`src/rtl/operand_issue.sv`:
```
// Operand-issue stage: scoreboard hazard check, register-file read with
// writeback bypass, and a single registered skid-free output slot.
module operand_issue #(
  parameter int unsigned ADDR_WIDTH = 5,
  parameter int unsigned DATA_WIDTH = 32,
  parameter int unsigned CTRL_WIDTH = 16
) (
  input  logic                  clk,
  input  logic                  rst,
  input  logic                  in_valid,
  output logic                  in_ready,
  input  logic [DATA_WIDTH-1:0] in_pc,
  input  logic [DATA_WIDTH-1:0] in_imm,
  input  logic [CTRL_WIDTH-1:0] in_ctrl,
  input  logic [ADDR_WIDTH-1:0] in_rs1,
  input  logic [ADDR_WIDTH-1:0] in_rs2,
  input  logic [ADDR_WIDTH-1:0] in_rd,
  input  logic                  in_rd_wen,
  output logic [ADDR_WIDTH-1:0] raddr1,
  output logic [ADDR_WIDTH-1:0] raddr2,
  input  logic [DATA_WIDTH-1:0] rdata1,
  input  logic [DATA_WIDTH-1:0] rdata2,
  input  logic                  wb_valid,
  input  logic [ADDR_WIDTH-1:0] wb_addr,
  input  logic [DATA_WIDTH-1:0] wb_data,
  output logic                  out_valid,
  input  logic                  out_ready,
  output logic [DATA_WIDTH-1:0] out_pc,
  output logic [DATA_WIDTH-1:0] out_imm,
  output logic [DATA_WIDTH-1:0] out_src1,
  output logic [DATA_WIDTH-1:0] out_src2,
  output logic [CTRL_WIDTH-1:0] out_ctrl,
  output logic [ADDR_WIDTH-1:0] out_rd,
  output logic                  out_rd_wen,
  output logic                  idle
);
  localparam int unsigned NREG = 1 << ADDR_WIDTH;

  logic [NREG-1:0]       busy_q, busy_d;
  logic                  out_valid_q;
  logic [DATA_WIDTH-1:0] out_pc_q, out_imm_q, out_src1_q, out_src2_q;
  logic [CTRL_WIDTH-1:0] out_ctrl_q;
  logic [ADDR_WIDTH-1:0] out_rd_q;
  logic                  out_rd_wen_q;

  logic                  wb_en;
  logic                  wbhit_rs1, wbhit_rs2, wbhit_rd;
  logic                  rd_writes;
  logic                  hazard, accept;
  logic [DATA_WIDTH-1:0] src1, src2;

  assign raddr1 = in_rs1;
  assign raddr2 = in_rs2;

  assign wb_en     = wb_valid && (wb_addr != '0);
  assign wbhit_rs1 = wb_en && (wb_addr == in_rs1);
  assign wbhit_rs2 = wb_en && (wb_addr == in_rs2);
  assign wbhit_rd  = wb_en && (wb_addr == in_rd);
  assign rd_writes = in_rd_wen && (in_rd != '0);

  // A writeback landing this cycle resolves the dependency it would stall on.
  assign hazard = in_valid && ((busy_q[in_rs1] && !wbhit_rs1) ||
                               (busy_q[in_rs2] && !wbhit_rs2) ||
                               (rd_writes && busy_q[in_rd] && !wbhit_rd));

  assign in_ready = (!out_valid_q || out_ready) && !hazard;
  assign accept   = in_valid && in_ready;

  assign src1 = (in_rs1 == '0) ? '0 : (wbhit_rs1 ? wb_data : rdata1);
  assign src2 = (in_rs2 == '0) ? '0 : (wbhit_rs2 ? wb_data : rdata2);

  // Clear is applied before set so a same-cycle re-issue keeps the bit busy.
  always_comb begin
    busy_d = busy_q;
    if (wb_en)
      busy_d[wb_addr] = 1'b0;
    if (accept && rd_writes)
      busy_d[in_rd] = 1'b1;
    busy_d[0] = 1'b0;
  end

  always_ff @(posedge clk) begin
    if (rst) begin
      busy_q       <= '0;
      out_valid_q  <= 1'b0;
      out_pc_q     <= '0;
      out_imm_q    <= '0;
      out_src1_q   <= '0;
      out_src2_q   <= '0;
      out_ctrl_q   <= '0;
      out_rd_q     <= '0;
      out_rd_wen_q <= 1'b0;
    end else begin
      busy_q <= busy_d;
      if (accept) begin
        out_valid_q  <= 1'b1;
        out_pc_q     <= in_pc;
        out_imm_q    <= in_imm;
        out_src1_q   <= src1;
        out_src2_q   <= src2;
        out_ctrl_q   <= in_ctrl;
        out_rd_q     <= in_rd;
        out_rd_wen_q <= in_rd_wen;
      end else if (out_ready) begin
        out_valid_q <= 1'b0;
      end
    end
  end

  assign out_valid  = out_valid_q;
  assign out_pc     = out_pc_q;
  assign out_imm    = out_imm_q;
  assign out_src1   = out_src1_q;
  assign out_src2   = out_src2_q;
  assign out_ctrl   = out_ctrl_q;
  assign out_rd     = out_rd_q;
  assign out_rd_wen = out_rd_wen_q;
  assign idle       = (busy_q == '0) && !out_valid_q;

endmodule

```
`config.mk`:
```
export PLATFORM = sky130hd
export DESIGN_NAME = operand_issue
export DESIGN_NICKNAME = d
export VERILOG_FILES = /design/src/rtl/operand_issue.sv
export SDC_FILE = /design/constraint.sdc
export NUM_CORES = 1
export LEC_CHECK = 0
export ABC_AREA = 0
export BUFFER_PORTS_ARGS = -buffer_cell sky130_fd_sc_hd__buf_2
export CAP_MARGIN = 20
export CORE_MARGIN = 5
export CORE_UTILIZATION = 52
export CTS_BUF_LIST = sky130_fd_sc_hd__clkbuf_2 sky130_fd_sc_hd__clkbuf_4 sky130_fd_sc_hd__clkbuf_8
export CTS_CLUSTER_SIZE = 24
export DETAILED_ROUTE_END_ITERATION = 6
export PLACE_DENSITY = 0.89
export SYNTH_ARGS = -nofsm -noshare
export SYNTH_HDL_FRONTEND = slang
export SYNTH_SLANG_ARGS = --single-unit
```
`constraint.sdc`:
```
create_clock -name clk -period 2.69 [get_ports clk]
set_input_delay 0.269 -clock clk [delete_from_list [all_inputs] [get_ports clk]]
set_output_delay 0.269 -clock clk [all_outputs]
set_load 0.01 [all_outputs]
```
# Yosys cells after proc, flatten, opt, wreduce, memory -nomap -nowiden
# Index checks and enable logic that the tools add are counted.
# W data, S select, Z words.
[totals] reg_bits=183 output_inout_bits=163
[op_classes] n_lt_le_gt_ge=6 n_eq_ne=3 muxes=18 bitwise=3 n_reduce_logical=30
[ops] cell="$mux W32" n=6
[ops] cell="$and A32 B32 Y32" n=1
[ops] cell="$logic_not A32 Y1" n=1
[ops] cell="$not A32 Y32" n=1
[ops] cell="$or A32 B32 Y32" n=1
[ops] cell="$lt A5 B6 Y1 const B" n=4
[ops] cell="$logic_and A1 B1 Y1" n=16
[ops] cell="$bmux W1 S5" n=3
[ops] cell="$eq A5 B5 Y1" n=3
[ops] cell="$demux W1 S5" n=2
[ops] cell="$ge A5 B1 Y1 const B" n=2
[ops] cell="$logic_not A5 Y1" n=2
[ops] cell="$reduce_bool A5 Y1" n=2
[ops] cell="$mux W1" n=7
[ops] cell="$logic_not A1 Y1" n=5
[ops] cell="$logic_or A1 B1 Y1" n=3
[ops] cell="$reduce_bool A2 Y1" n=1

# Logic depth before layout (Yosys ltp)
[depth] ltp_word=13 ltp_mapped=11 mapped_depth_nobuf=6

# Worst setup path before layout
# Ideal clock, no wire load.
[synth_timing] path_kind="input-to-output" from="input in_rs2[2]" to="output in_ready" arrival_time_ps=2187 required_ps=2421 slack_ps=234 cell_stages=9 path_buffers=3 cell_sequence="buf_6 -> mux4_2 -> or3b_1 -> a31oi_1 -> or3_1 -> buf_2 -> buf_2 -> nand3_1 -> a21boi_0"
[synth_via] elab_chain_cells=9 word_cells_on_any_way=11 classes_between="1 x eq/ne; 2 x mux; 8 x reduce/logical"
[synth_rtl] item="start, declared" line="16" text="input logic [ADDR_WIDTH-1:0] in_rs2,"
[synth_rtl] item="parallel branches: the longest is 3 deep, another holds $bmux W1 S5"
[synth_rtl] item="$logic_and A1 B1 Y1 (*)" line="63" text="(busy_q[in_rs2] && !wbhit_rs2) ||"
[synth_rtl] item="$logic_or A1 B1 Y1 (*)" line="62" text="assign hazard = in_valid && ((busy_q[in_rs1] && !wbhit_rs1) ||"
[synth_rtl] item="$logic_or A1 B1 Y1 (*)" line="63"
[synth_rtl] item="$logic_and A1 B1 Y1 (*)" line="62"
[synth_rtl] item="$logic_not A1 Y1 (*)" line="66" text="assign in_ready = (!out_valid_q || out_ready) && !hazard;"
[synth_rtl] item="$logic_and A1 B1 Y1 (*)" line="66"
[synth_rtl] item="end, declared" line="11" text="output logic in_ready,"
# Every way passes the cells marked *. The select of a mux whose other input is x is not followed.

# Worst setup path in the final report
[layout_timing] from="register busy_q[16]" to="output in_ready"
[layout_via] elab_chain_cells=8 word_cells_on_any_way=15 classes_between="6 x mux; 9 x reduce/logical"
[layout_rtl] item="start, declared" line="39" text="logic [NREG-1:0] busy_q, busy_d;"
[layout_rtl] item="start signal, assigned" line="94" text="busy_q <= busy_d;"
[layout_rtl] item="$bmux W1 S5 (on tied branches)" line="62, 63, 64"
[layout_rtl] item="$mux W1 (on tied branches)" line="62, 63, 64"
[layout_rtl] item="$logic_and A1 B1 Y1 (on tied branches)" line="62, 63, 64"
[layout_rtl] item="$logic_or A1 B1 Y1 / $logic_and A1 B1 Y1 (equally long branches)" line="62, 64"
[layout_rtl] item="$logic_or A1 B1 Y1 (*)" line="63"
[layout_rtl] item="$logic_and A1 B1 Y1 (*)" line="62"
[layout_rtl] item="$logic_not A1 Y1 (*)" line="66"
[layout_rtl] item="$logic_and A1 B1 Y1 (*)" line="66"
# Every way passes the cells marked *; elsewhere a longest branch is shown, timed or not. The select of a mux whose other input is x is not followed.

==> run_results.csv <==
group,metric,value,unit
setup_path,r2r_cells,9,
setup_path,cp_slowest_cell,"mux4_2",
setup_path,path_max_fanout,5,
yosys,synth_area,9853,um^2
sta,drv_slew,0,
layout,layout-drive-gt1-share,40.00,%
hold_path,min_to,"out_imm[0]$_SDFFE_PP0P_",
route,dr.pass1.iters,5,
cts,cts_buffer_depth,2,
hold_path,hp-class,"in -> reg",
die,ios,365,
pwr,p_seq_share,47.5,%
job,cap_violations,0,
layout,multi_input_area,5648,um^2
sta,fmax,376.5,MHz
yosys,async_flop_share,0,%
die,die_w,147.7,um
pwr,switching_share,31.81,%
pwr,internal_power,4.186,mW
setup_path,r2r_slack,0.20,ns
setup_path,startpoint,"busy_q[16]$_SDFF_PP0_",
cts,root_buffer,"clkbuf_8",
sta,hold_viol,0,
setup_path,reg2reg_to,"busy_q[8]$_SDFF_PP0_",
layout,register_area,3655,um^2
yosys,synth_nets,1291,
hold_path,min_path_cells,3,
sta,setup_ws,0.03367,ns
global_route,grt_max_degree,94,
pwr,power.total,6.139,mW
global_route,grt_usage,29.38,%
setup_path,worstSetupPathType,"reg -> out",
setup_path,cp_common_cell,"buf_4",
sta,fin_skew,0.01822,ns
global_route,antenna_found_initial,4,
layout,nNetsFinal,1599,
setup_path,critPathBufInv,2,
cts,cts_tree,"built",
yosys,synth_warnings,0,
route,route.met3.wl,3698,um
sta,setup_viol,0,
hold_path,hp-start,"in_imm[0]",
pwr,pwr-share-clk,31.5,%
route,drcViolationCount,0,
place,portBuffers,364,
place,place.gp.congestion,1.035,
yosys,synthDistinctLibCells,47,
die,fp.coreArea,18710,um^2
outcome,status,"finished clean",
route,ant_nets,0,
setup_path,critical-path-max-stage-delay,0.47,ns
layout,syn2layout_area_growth,26.16,%
sta,slew_headroom,62.97,%
yosys,ys_ff_latch,182,
route,dr_wl_met2,16460,um
route,maxUsedRoutingLayer,"met5",
yosys,syn_inst,1089,
layout,fillCellCount,1477,
global_route,grt_pass1_wl,52330,um
route,post_drt_wl_per_cell,20.52,um
sta,worst_pin_slew,0.5511,ns
yosys,seq_area_frac_synth,36.98,%
route,drt_iter0_markers,941,
place,place_hpwl,24820,um
yosys,avgSynthCellArea,9.048,um^2
yosys,yosys-top-cells-area,"dfxtp_1, mux2_2, o31ai_1",
sta,finalCritPeriodShare,98.75,%
cts,insertion_delay,0.47,ns
global_route,grt_pass1_vias,9808,
setup_path,arrival,2.39,ns
pwr,leakagePower,5.602,nW
setup_path,crit_required,2.42,ns
setup_path,start_kind,"flip-flop",
pwr,power_frac_comb,21.0,%
yosys,netlist.area_leader.share,36.98,%
cts,clk_pin_slew,0.11,ns
layout,post-route-util,66.45,%
die,num_rows,50,
setup_path,path_delay_family,"compound AO/OA/AOI/OAI gates",
route,wl,33800,um
pwr,p_switching,1.953,mW
route,wl_met1,12310,um
route,vias_per_cell,6.118,
sta,holdWs,0.05940,ns
die,initial_core_util,52.68,%
yosys,ys.flop_type,"dfxtp_1",
setup_path,timing.rr.start,"busy_q[16]$_SDFF_PP0_",
pwr,power_density,493.9,nW/um^2
pwr,ir_drop,0.4515,mV
route,vias,10080,
die,die_area,21800,um^2
sta,period_minus_slack,2.656,ns
place,dpl_worst_slack,-0.07386,ns
setup_path,crit_path_cell_trace,"mux4_2 > a22o_1 > a221oi_2 > buf_4 > a31o_4 > nand3_2 > a21boi_1 > buf_4",
yosys,yosysTopAreaCell,"dfxtp_1",
yosys,synth-edff-count,0,
cts,cts-htree-levels,4,
cts,cts_inserted_buffers,17,
sta,rsz0062_at_grt,"true",
setup_path,cp-end-kind,"output pin",
die,fp.dieH,147.7,um
global_route,grt_overflow,0,
cts,cts_sinks,182,
-- per-layer routing --
layer	vias to the layer above	track usage, %
li1	4611	-
met1	4779	35.22
met2	599	50.13
met3	84	8.124
met4	4	11.46
met5	-	0
-- synthesized netlist by cell type, types with 3 or more instances --
cell,count
xnor2_1,11
nor2b_1,21
nor4_1,11
mux2_2,70
nor3_1,8
o21ai_1,8
nand2b_1,74
nand3_1,15
dfxtp_1,182
inv_1,5
a31oi_1,3
nand4_1,87
o21ai_0,21
nor2_1,8
mux4_2,21
a21oi_1,87
buf_2,40
o31ai_1,100
mux2i_1,68
xor2_1,4
buf_4,13
buf_6,6
nand3b_1,22
nand2_1,104
clkbuf_1,71
-- cells in the final DEF, fill, tap and decap left out, types with 3 or more instances in the layout --
cell      synthesis  routed
o21ai_1           8       8
nor2_1            8       8
nor3_1            8       7
buf_2            40     362
nor2b_1          21      21
inv_8             0       4
xor2_1            4       4
nor4_1           11      10
o21ai_0          21      21
nand3_1          15      14
mux2i_1          68      68
mux4_2           21      21
clkinv_8          0       3
diode_2           0       3
dfxtp_2           0       6
buf_12            0      11
inv_6             0       5
a21oi_1          87      85
nand2_1         104     104
buf_4            13      48
dfxtp_1         182     175
xnor2_1          11      11
clkbuf_8          0      17
inv_1             5       5
nand3b_1         22      22
nand2b_1         74      74
o31ai_1         100     100
mux2_2           70      70
nand4_1          87      87
-- final cells by class --
| class | count | share of cell area [%] |
|---|---|---|
| Antenna cell | 3 | 0.06039 |
| Inverter | 5 | 0.1510 |
| Clock inverter | 15 | 1.470 |
| Sequential cell | 182 | 29.40 |
| Multi-Input combinational cell | 770 | 45.44 |
| Timing Repair Buffer | 421 | 19.25 |
| Clock buffer | 17 | 1.882 |
| Tap cell | 234 | 2.355 |
-- through the flow --
stage | instance area (um^2) | TNS, ns | std cells
finish | 12430 | 0 | 1647
global route | 12430 | -0.07143 | 1646
CTS | 12410 | 0 | 1644
detailed placement | 11950 | -1.450 | 1609
global placement | 11950 | -0.6263 | 1609
floorplan | 9853 | 0 | 1089
-- sequential cells by signal, indices dropped and copies added, names as in the netlist --
register / flops
out_src2: 32
out_pc: 32
out_src1: 32
out_rd_wen: 1
out_valid: 1
out_imm: 32
out_ctrl: 16
out_rd: 5
busy_q: 31
-- kinds of logic after synthesis --
group | count (synthesis) | synth area share [%]
multiplexers | 159 | 19.71
AO/OA/AOI/OAI | 234 | 15.01
XOR/XNOR | 15 | 1.333
AND/OR/NAND/NOR | 362 | 20.29
buffers and inverters | 137 | 6.679
flip-flops | 182 | 36.98
-- worst min-delay path, delay by kind of cell --
kind            cells  cell delay [ns]
compound gates      1             0.06
buf+inv             1             0.09
simple gates        1             0.05
-- power groups by stage --
stage | logic, mW | clock network [mW] | registers, mW
2_1_floorplan | 0.673 | 0 | 3.03
3_3_place_gp | 1.24 | 0 | 2.97
3_5_place_dp | 1.27 | 0 | 2.97
4_1_cts | 1.28 | 1.97 | 2.91
5_1_grt | 1.38 | 2.10 | 2.93
6_report | 1.29 | 1.94 | 2.91
-- worst max path at each step --
| stage | cells past startpoint | slack (ns) | to |
|---|---|---|---|
| after floorplan | 9 | 0.23 | in_ready |
| after detailed placement | 9 | -0.07 | out_rd_wen$_SDFFE_PP0P_ |
| after global routing | 8 | -0.07 | in_ready |
| final | 8 | 0.03 | in_ready |
| after global placement | 9 | -0.03 | out_src1[20]$_SDFFE_PP0P_ |
| after CTS | 8 | 0.004 | in_ready |
-- timing repair --
item,CTS,global route
cloned,0,0
hold buffers,0,0
resized for setup,10,4
endpoints found under the setup margin,1,1
buffers inserted,3,0
pin swaps,5,0
(Power assumes the default switching activity.)
